[src/rtl/instr_encoder_loader.sv]
// Packs instruction commands into 32-bit MIPS words and streams them into
// instruction memory at sequential word addresses, one load session per start.
module instr_encoder_loader #(
    parameter int              ADDR_W     = 8,
    parameter logic [ADDR_W-1:0] START_ADDR = '0
) (
    input  logic              clk_i,
    input  logic              rst_ni,
    input  logic              start_i,
    input  logic              cmd_valid_i,
    output logic              cmd_ready_o,
    input  logic [2:0]        cmd_kind_i,
    input  logic [4:0]        cmd_rs_i,
    input  logic [4:0]        cmd_rt_i,
    input  logic [4:0]        cmd_rd_i,
    input  logic [5:0]        cmd_funct_i,
    input  logic [15:0]       cmd_imm_i,
    input  logic [25:0]       cmd_target_i,
    input  logic              cmd_last_i,
    output logic              imem_we_o,
    output logic [ADDR_W-1:0] imem_addr_o,
    output logic [31:0]       imem_wdata_o,
    input  logic              imem_ack_i,
    output logic              done_o,
    output logic              full_o,
    output logic [ADDR_W:0]   count_o
);
    typedef enum logic [1:0] {IDLE, ACCEPT, WRITE, DONE} state_e;

    localparam logic [ADDR_W-1:0] LAST_ADDR = '1;
    localparam logic [ADDR_W:0]   CNT_ONE   = (ADDR_W+1)'(1);
    localparam logic [ADDR_W-1:0] ADDR_ONE  = ADDR_W'(1);

    state_e            state_q;
    logic              ready_q, we_q, done_q, full_q, last_q;
    logic [ADDR_W-1:0] addr_q;
    logic [31:0]       wdata_q;
    logic [ADDR_W:0]   count_q;
    logic              end_d;
    logic [31:0]       word_d;

    // Opcodes match exactly what the control decoder recognises.
    function automatic logic [31:0] encode(
        input logic [2:0]  kind,
        input logic [4:0]  rs, rt, rd,
        input logic [5:0]  funct,
        input logic [15:0] imm,
        input logic [25:0] target
    );
        logic [5:0] op;
        case (kind)
            3'd1:    op = 6'b100011;
            3'd2:    op = 6'b101011;
            3'd3:    op = 6'b000100;
            3'd5:    op = 6'b001000;
            3'd6:    op = 6'b000110;
            3'd7:    op = 6'b000101;
            default: op = 6'b000000;
        endcase
        if (kind == 3'd0)      return {6'b000000, rs, rt, rd, 5'b00000, funct};
        else if (kind == 3'd4) return {6'b000010, target};
        else                   return {op, rs, rt, imm};
    endfunction

    assign word_d = encode(cmd_kind_i, cmd_rs_i, cmd_rt_i, cmd_rd_i,
                           cmd_funct_i, cmd_imm_i, cmd_target_i);
    // Session ends on a tagged last command or when the top address is written.
    assign end_d  = last_q | (addr_q == LAST_ADDR);

    always_ff @(posedge clk_i or negedge rst_ni) begin
        if (!rst_ni) begin
            state_q <= IDLE;
            ready_q <= 1'b0;
            we_q    <= 1'b0;
            addr_q  <= START_ADDR;
            wdata_q <= '0;
            done_q  <= 1'b0;
            full_q  <= 1'b0;
            count_q <= '0;
            last_q  <= 1'b0;
        end else begin
            case (state_q)
                IDLE, DONE: begin
                    if (start_i) begin
                        state_q <= ACCEPT;
                        ready_q <= 1'b1;
                        addr_q  <= START_ADDR;
                        count_q <= '0;
                        done_q  <= 1'b0;
                        full_q  <= 1'b0;
                    end
                end
                ACCEPT: begin
                    if (cmd_valid_i) begin
                        state_q <= WRITE;
                        ready_q <= 1'b0;
                        we_q    <= 1'b1;
                        wdata_q <= word_d;
                        last_q  <= cmd_last_i;
                    end
                end
                WRITE: begin
                    if (imem_ack_i) begin
                        we_q    <= 1'b0;
                        count_q <= count_q + CNT_ONE;
                        if (end_d) begin
                            state_q <= DONE;
                            done_q  <= 1'b1;
                            full_q  <= (addr_q == LAST_ADDR) & ~last_q;
                        end else begin
                            state_q <= ACCEPT;
                            ready_q <= 1'b1;
                            addr_q  <= addr_q + ADDR_ONE;
                        end
                    end
                end
                default: state_q <= IDLE;
            endcase
        end
    end

    assign cmd_ready_o  = ready_q;
    assign imem_we_o    = we_q;
    assign imem_addr_o  = addr_q;
    assign imem_wdata_o = wdata_q;
    assign done_o       = done_q;
    assign full_o       = full_q;
    assign count_o      = count_q;
endmodule

[config.mk]
export PLATFORM = sky130hd
export DESIGN_NAME = instr_encoder_loader
export DESIGN_NICKNAME = d
export VERILOG_FILES = /design/src/rtl/instr_encoder_loader.sv
export SDC_FILE = /design/constraint.sdc
export NUM_CORES = 1
export LEC_CHECK = 0
export BUFFER_PORTS_ARGS = -buffer_cell sky130_fd_sc_hd__buf_2
export CAP_MARGIN = 0
export CORE_MARGIN = 10
export CORE_UTILIZATION = 35
export CTS_BUF_LIST = sky130_fd_sc_hd__clkbuf_8
export DETAILED_ROUTE_END_ITERATION = 10
export PLACE_DENSITY = 0.64
export SKIP_CTS_REPAIR_TIMING = 1
export SYNTH_ARGS = -nofsm -noshare
export SYNTH_HDL_FRONTEND = slang
export SYNTH_SLANG_ARGS = --single-unit
[constraint.sdc]
create_clock -name clk_i -period 2.2 [get_ports clk_i]
set_input_delay 0.44 -clock clk_i [delete_from_list [all_inputs] [get_ports clk_i]]
set_output_delay 0.44 -clock clk_i [all_outputs]
set_load 0.01 [all_outputs]
==> Word-level counts from Yosys, hierarchy flattened <==
Index checks and enable logic that the tools add are counted.
{ "word_totals": {"romBits": 0, "mem_count": 0, "inputBits": 72, "elab_cells": 72, "mem_bits_rw": 0, "register_bits": 56, "latch_bits": 0, "output_inout_bits": 53} }
{ "op_classes": {"eq_ne": 16, "order_cmp": 0, "n_div": 0, "addsub": 2, "n_reduce_logical": 12, "shift": 0, "muxes": 30, "n_mul": 0, "bitwise_logic": 3} }
{ "ops": {"columns": ["cell", "count"], "rows": [
  ["$mux 32", 2],
  ["$pmux 6 s6", 1],
  ["$mux 8", 3],
  ["$mux 9", 2],
  ["$pmux 9 s2", 1],
  ["$pmux 8 s2", 1],
  ["$eq 3x3->1 const B", 4],
  ["$reduce_and 4->1", 3],
  ["$mux 1", 11],
  ["$ne 2x2->1 const B", 5],
  ["$add 9x1->9 const B", 1],
  ["$reduce_and 3->1", 3],
  ["$add 8x1->8 const B", 1],
  ["$eq 8x8->1 const B", 1],
  ["$mux 2", 4],
  ["$eq 3x2->1 const B", 2],
  ["$pmux 1 s2", 3],
  ["$pmux 2 s3", 1],
  ["$eq 2x2->1 const B", 2],
  ["$reduce_bool 2->1", 2],
  ["$eq 3x1->1 const B", 1],
  ["$logic_not 3->1", 1],
  ["$pmux 1 s3", 1],
  ["$eq 2x1->1 const B", 1],
  ["other kinds (6)", 6]
]} }

==> Logic depth before layout (Yosys ltp) <==
Gate-level depths: netlist of run 1.
{ "depth": {"ltp_word": 5, "mapped_depth": 8, "depth_no_buf": 6} }

==> Worst setup path before layout of run 1 <==
OpenSTA, ideal clock, no wires.
{ "synth_timing": {"kind": "flip-flop to flip-flop", "from": "reg addr_q[0], in the netlist imem_addr_o[0]", "to": "reg addr_q[5], in the netlist imem_addr_o[5]", "arrival_ns": 1.678, "required_ns": 2.076, "setup_time_ns": 0.124, "path_buffers": 0, "path_stages_with_launch": 6, "slack_ns": 0.398, "cell_sequence": "dfrtp_1 > ha_1 > and3_4 > a21o_4 > o311a_1 > a211o_1"} }
{ "synth_between": {"elab_chain_len": 4, "word_cells_on_any_way": 8, "classes_between": "1 x add/sub; 2 x eq/ne; 3 x mux; 1 x bitwise; 1 x reduce/logical"} }
{ "synth_rtl": {"columns": ["element", "line_no", "source"], "rows": [
  ["from (decl)", "36", "logic [ADDR_W-1:0] addr_q;"],
  ["from (signal assigned)", "113", "addr_q <= addr_q + ADDR_ONE;"],
  ["$add 8x1->8 / $eq 8x8->1 (equally long branches)", "113, 68", null],
  ["$mux 8 / $or 1x1->1 (equally long branches)", "106, 68", null],
  ["$mux 8 / $ne 2x2->1 (equally long branches)", null, null],
  ["$pmux 8 s2 / $reduce_and 4->1 (equally long branches)", null, null]
]} }
Parallel ways exist; a longest one is shown, timed or not. The select of a mux whose other input is x is not followed.
A chain may end at the register's enable or synchronous reset.

==> Worst setup path after layout of run 1 <==
{ "layout_timing": {"from": "reg state_q[0]", "to": "reg addr_q[4], in the netlist imem_addr_o[4]"} }
{ "layout_between": {"elab_chain_len": 4, "word_cells_on_any_way": 10, "classes_between": "5 x eq/ne; 1 x mux; 4 x reduce/logical"} }
{ "layout_rtl": {"columns": ["element", "line_no", "source"], "rows": [
  ["from (decl)", "34", "state_e state_q;"],
  ["from (signal assigned)", "72", "state_q <= IDLE;"],
  ["from (signal assigned)", "85", "state_q <= ACCEPT;"],
  ["from (signal assigned)", "95", "state_q <= WRITE;"],
  ["$eq 2x2->1 / $logic_not 2->1 (equally long branches)", "82", "case (state_q)"],
  ["$reduce_or 2->1", "82", null],
  ["$ne 2x2->1 (no source line) / $reduce_bool 2->1 (equally long branches)", null, null],
  ["$reduce_and 4->1 (no source line)", null, null]
]} }
Parallel ways exist; a longest one is shown, timed or not.

==> results.py, run 1 <==
metrics = {
    "power": {
        "peakVddDrop_uv": 467,
        "seqPwrFrac_pct": 41.4,
        "swShare_pct": 39.8,
        "powerDensity_nw_per_um2": 981,
        "internal-power_mw": 2.24,
        "power_leakage_nw": 1.93,
        "p_switching_mw": 1.48,
        "comb_power_share_pct": 42.6,
        "clkPwrFrac_pct": 16.0,
    },
    "final_layout": {
        "fin_cells": 543,
        "final_common_cell": "buf_2",
        "final_cell_mix": "buf_2, dfrtp_1, nand2_1, o21ai_0, a21oi_1",
        "nNetsFinal": 513,
        "fin_area_um2": 3790,
        "drive_gt1_share_pct": 34.7,
        "n_antenna_cell": 0,
        "synthToLayoutAreaGrowth_pct": 27.7,
    },
    "route": {
        "routed_wl_um": 8050,
        "first_iter_violations": 48,
        "drtPass1Iterations": 4,
        "wl_per_cell_um": 14.8,
        "remaining_drc_errors": 0,
        "via_per_inst": 4.96,
        "vias": 2693,
        "ant_nets": 0,
    },
    "critical_path": {
        "critPathLaunchType": "register",
        "cp_data_arrival_time_ps": 2140,
        "crit_required_ps": 2390,
        "critPathKind": "reg -> reg",
        "cp_max_fo": 28,
        "endpoint_kind": "register",
    },
    "worst_hold_path": {
        "holdCritPathClass": "in -> async",
    },
    "global_route": {
        "grt_pass1_wl_um": 13300,
        "grtUsageTotal_pct": 12.4,
        "grt_pass1_vias": 2788,
        "antenna_found_initial": 0,
        "grt_overflow": 0,
        "grt_max_degree": 57,
    },
    "cts": {
        "clock_sinks": 55,
        "cts_made_buffers": 5,
        "htreeDepth": 2,
        "cts_root_buffer": "clkbuf_8",
        "clk_latency_ps": 300,
        "cts_tree": "yes",
        "clockBufferDepth": 2,
        "clk_pin_slew_ps": 90,
    },
    "timing": {
        "final_max_slew_viol_count": 0,
        "clock.fmax_mhz": 512,
        "final-setup-viol-count": 0,
        "hold_ws_ps": 153,
        "post-route-min-period_ps": 1950,
        "min_period_over_period_pct": 88.8,
        "rsz0062_at_grt": "no",
        "skew_ps": 3.20,
        "tns_ps": 0,
        "hold_violations": 0,
        "slew_headroom_pct": 57.2,
        "worst_pin_slew_ps": 642,
    },
    "synthesis": {
        "synth_area_leaders": "dfrtp_1, mux2i_1, o21ai_0",
        "syn-num-nets": 398,
        "synth.distinct_cells": 50,
        "synth_seq_cells": 55,
        "async_reset_ff_share_pct": 100,
        "ys_seq_area_share_pct": 46.4,
        "avgSynthCellArea_um2": 9.21,
        "synth_edf_count": 0,
        "syn_inst": 322,
        "yosys_warnings": 0,
        "synth_area_leader_cell": "dfrtp_1",
        "synth_area_um2": 2970,
        "synth_top_area_share_pct": 46.4,
        "yosys_most_used_dff": "dfrtp_1",
    },
    "job": {
        "cap_violations": 0,
    },
    "placed_design": {
        "dp.cells": 535,
        "portBuffers": 123,
        "place_hpwl_um": 6500,
        "gp_congestion": 0.789,
        "dpl_cell_area_um2": 3680,
    },
    "outcome": {
        "status": "finished, final reports clean",
    },
    "floorplanning": {
        "ios": 125,
        "row_count": 33,
        "die_x_um": 112,
        "fp.dieH_um": 112,
        "dieArea_um2": 12600,
        "initial_core_util_pct": 36.1,
        "coreArea_um2": 8220,
    },
}
[synthesized netlist by cell type, types with 3 or more instances]
library cell and number:
a21oi_1 27, inv_1 7, o21ai_0 42, buf_2 7, o211ai_2 3, nand2_1 49, a221o_1 3, a22o_1 5
and3_1 8, dfrtp_1 55, nor3_1 3, nor2_1 20, or2_2 3, nand2b_1 3, nand3_1 8, mux2i_1 21
ha_1 4, clkbuf_1 11
[metrics by stage]
stage / worst slack, ps / utilization (%) / total power, mW
after floorplan: 398 / - / 2.52
after CTS: 157 / 46.0 / 3.78
after detailed placement: 183 / 44.8 / 3.16
after global routing: 86.7 / 46.1 / 4.06
final: 247 / 46.1 / 3.71
after global placement: 265 / 44.8 / 3.12
[sequential cells by signal, summed over array words and instances, names as in the netlist]
| signal | count |
|---|---|
| imem_addr_o | 8 |
| cmd_ready_o | 1 |
| state_q | 2 |
| last_q | 1 |
| imem_we_o | 1 |
| imem_wdata_o | 31 |
| full_o | 1 |
| count_o | 9 |
| done_o | 1 |
[kinds of logic (layout without fill, tap and decap cells)]
group	after synthesis	in the layout	synth area share (%)
compound gates	97	97	20.4
xor+xnor	3	3	0.886
fa+ha+maj	4	4	1.69
buf+inv	29	145	4.73
flops	55	55	46.4
mux	22	22	7.47
other cells	1	1	0.126
simple gates	111	111	18.3
[metal layers]
| metal | vias to the layer above | wire (um) | GRT usage (%) |
|---|---|---|---|
| met4 | 0 | 73 | 2.79 |
| li1 | 1371 | - | - |
| met1 | 1227 | 3480 | 14.3 |
| met5 | - | 0 | 0 |
| met3 | 6 | 788 | 5.80 |
| met2 | 89 | 3710 | 20.5 |
[worst max-delay path, cell delays in order, from the launching register on]
cell,delay [ps]
dfrtp_1,380
inv_1,50
ha_1,360
nand2b_4,120
o211ai_2,110
buf_4,240
or4b_1,470
o311ai_0,100
[power by group through the flow]
stage / Combinational (mW) / Clock (mW) / Sequential, mW
CTS: 1.61 / 0.629 / 1.54
detailed placement: 1.61 / 0 / 1.55
global route: 1.80 / 0.672 / 1.59
finish: 1.58 / 0.594 / 1.54
floorplan: 0.835 / 0 / 1.69
global placement: 1.58 / 0 / 1.54
[path summary, 6_finish.rpt]
kind | from | end | slack (ps) | cells past startpoint
max | state_q[0]$_DFFE_PN0P_ | imem_addr_o[4]$_DFFE_PN0P_ | 250 | 7
min | rst_ni | count_o[5]$_DFFE_PN0P_ | 150 | 1
max reg2reg | state_q[0]$_DFFE_PN0P_ | imem_addr_o[4]$_DFFE_PN0P_ | 250 | 7
min reg2reg | imem_wdata_o[31]$_DFFE_PN0P_ | imem_wdata_o[31]$_DFFE_PN0P_ | 480 | 2
max in group asynchronous | rst_ni | imem_wdata_o[9]$_DFFE_PN0P_ | 1470 | 2
min in group clk_i | cmd_last_i | last_q$_DFFE_PN0P_ | 380 | 2
[area by class of cell]
class | count | area (um2)
Tap cell | 105 | 131
Fill cell | 832 | 4430
Timing Repair Buffer | 130 | 693
Clock inverter | 1 | 3.75
Clock buffer | 7 | 96.3
Sequential cell | 55 | 1380
Multi-Input combinational cell | 238 | 1460
Inverter | 7 | 26.3
No activity file was read; power rests on OpenSTA's default activity.
==> run 2: changes to the inputs <==
--- a/config.mk
+++ b/config.mk
@@ -8,10 +8,11 @@
 export BUFFER_PORTS_ARGS = -buffer_cell sky130_fd_sc_hd__buf_2
 export CAP_MARGIN = 0
 export CORE_MARGIN = 10
-export CORE_UTILIZATION = 35
+export CORE_UTILIZATION = 50
 export CTS_BUF_LIST = sky130_fd_sc_hd__clkbuf_8
 export DETAILED_ROUTE_END_ITERATION = 10
-export PLACE_DENSITY = 0.64
+export PLACE_DENSITY = 0.85
+export RECOVER_POWER = 100
 export SKIP_CTS_REPAIR_TIMING = 1
 export SYNTH_ARGS = -nofsm -noshare
 export SYNTH_HDL_FRONTEND = slang
==> run 2 against run 1 <==
Effect of this change:
- first-iteration DRC count grew to 2.6 times the previous value
- worst hold slack improved by 210 ps
- core utilization rose by 18 points
- count of clock-buffer cells in the layout is 1 lower
- fmax down 4.3%
- clock skew is 1.2 ps higher
- power down 2.5%
- sequential power about the same
- flip-flop and latch count is the same
- largest cell class unchanged
- non-clock buffer count unchanged
- global-route usage up 4.0 points
==> results.py, run 2 (synthesis gave the netlist of run 1 again) <==
metrics = {
    "outcome": {
        "status": "finished, final reports clean",
    },
    "power": {
        "power_leakage_nw": 1.70,
        "peakVddDrop_uv": 507,
        "seqPwrFrac_pct": 42.6,
        "comb_power_share_pct": 41.8,
        "powerDensity_nw_per_um2": 1000,
        "internal-power_mw": 2.11,
        "fin_total_pwr_mw": 3.62,
        "swShare_pct": 41.9,
        "p_switching_mw": 1.52,
        "clkPwrFrac_pct": 15.6,
    },
    "final_layout": {
        "nNetsFinal": 513,
        "fin_cells": 509,
        "utilization_pct": 64.0,
        "fill_cells": 505,
        "n_antenna_cell": 0,
        "largest_reg_flops": 31,
        "final_common_cell": "buf_2",
        "final_cell_mix": "buf_2, dfrtp_1, clkbuf_1, nand2_1, o21ai_0",
        "drive_gt1_share_pct": 21.5,
        "synthToLayoutAreaGrowth_pct": 21.9,
    },
    "critical_path": {
        "endpoint_kind": "register",
        "critPathKind": "reg -> reg",
        "rr_startpoint": "state_q[0]$_DFFE_PN0P_",
        "endpoint": "imem_addr_o[3]$_DFFE_PN0P_",
        "crit_required_ps": 2400,
        "cp_data_arrival_time_ps": 2240,
        "reg2reg_depth": 6,
        "cp_max_fo": 15,
        "r2r_end": "imem_addr_o[3]$_DFFE_PN0P_",
        "critPathLaunchType": "register",
        "critPathLaunch": "state_q[0]$_DFFE_PN0P_",
        "ff2ff_setup_slack_ps": 160,
    },
    "global_route": {
        "antenna_found_initial": 0,
        "grt_pass1_vias": 2738,
        "grt_overflow": 0,
        "grt_max_degree": 63,
        "grtUsageTotal_pct": 16.4,
        "grt_pass1_wl_um": 13200,
    },
    "timing": {
        "skew_ps": 4.41,
        "slew_headroom_pct": 10.5,
        "worst_pin_slew_ps": 1340,
        "hold_violations": 0,
        "final_max_slew_viol_count": 0,
        "tns_ps": 0,
        "clock.fmax_mhz": 490,
        "rsz0062_at_grt": "no",
        "final-setup-viol-count": 0,
        "post-route-min-period_ps": 2040,
        "min_period_over_period_pct": 92.8,
    },
    "job": {
        "cap_violations": 0,
    },
    "route": {
        "vias": 2766,
        "first_iter_violations": 125,
        "via_per_inst": 5.43,
        "ant_nets": 0,
        "routed_wl_um": 8130,
        "drtPass1Iterations": 6,
        "wl_per_cell_um": 16.0,
        "remaining_drc_errors": 0,
    },
    "floorplanning": {
        "fp.dieH_um": 97.0,
        "dieArea_um2": 9410,
        "ios": 125,
        "initial_core_util_pct": 52.6,
        "die_x_um": 97.0,
        "row_count": 27,
        "coreArea_um2": 5640,
    },
    "cts": {
        "htreeDepth": 2,
        "cts_root_buffer": "clkbuf_8",
        "clk_latency_ps": 300,
        "clockBufferDepth": 2,
        "cts_made_buffers": 5,
        "clk_pin_slew_ps": 90,
        "clock_sinks": 55,
        "cts_tree": "yes",
    },
    "placed_design": {
        "gp_congestion": 0.867,
        "place_hpwl_um": 6350,
        "dp.cells": 502,
        "portBuffers": 123,
    },
    "worst_hold_path": {
        "whs_path_depth": 2,
        "holdCritPathClass": "in -> reg",
    },
}
run 2: cell count changes in the layout (fill, tap and decap cells not counted), moves of 2 or more:
cell,previous run,this run
o211ai_2,3,0
buf_2,123,72
buf_12,2,0
clkbuf_1,0,52
o211ai_1,1,3
run 2: how the worst min path moves through the flow:
stage                          start                           end  slack (ps)
after floorplan               rst_ni       cmd_ready_o$_DFFE_PN0P_         140
after global placement        rst_ni            full_o$_DFFE_PN0P_         460
after detailed placement      rst_ni    imem_addr_o[4]$_DFFE_PN0P_         460
after CTS                     rst_ni  imem_wdata_o[26]$_DFFE_PN0P_         130
after global routing      cmd_last_i            last_q$_DFFE_PN0P_         370
final                     cmd_last_i            last_q$_DFFE_PN0P_         370
run 2: stage by stage:
stage	hold WS, ps	area (um2)	setup slack, ps
floorplan	144	2970	398
global placement	457	3640	207
detailed placement	463	3640	131
CTS	131	3720	102
global route	366	3610	33.7
finish	368	3610	159
run 2: power groups by stage:
stage	registers [mW]	logic, mW	clock network [mW]
after floorplan	1.69	0.835	0
after global placement	1.54	1.59	0
after detailed placement	1.55	1.64	0
after CTS	1.54	1.64	0.580
after global routing	1.60	1.72	0.620
final	1.54	1.51	0.566
run 2: per-layer routing:
layer / GRT usage [%] / vias up / part of all wire [%]
met5: 0 / - / 0
met4: 3.95 / 0 / 0.98
met3: 7.38 / 7 / 9.8
met2: 27.0 / 122 / 48
met1: 18.9 / 1266 / 41
li1: - / 1371 / -
run 2: layout make-up:
class	count	area [um2]	share of cell area, %
clock inverter	1	5.00	0.139
tap	72	90.1	2.49
timing repair buffer	130	598	16.6
multi-input combinational	238	1440	39.7
clock buffer	6	82.6	2.29
inverter	7	26.3	0.727
sequential	55	1380	38.1
run 2: worst max-delay path: stages, from the launching register on:
cell,delay [ps]
dfrtp_1,380
inv_1,50
ha_1,350
nand2b_1,240
o211ai_4,210
or3_2,440
o311ai_0,270
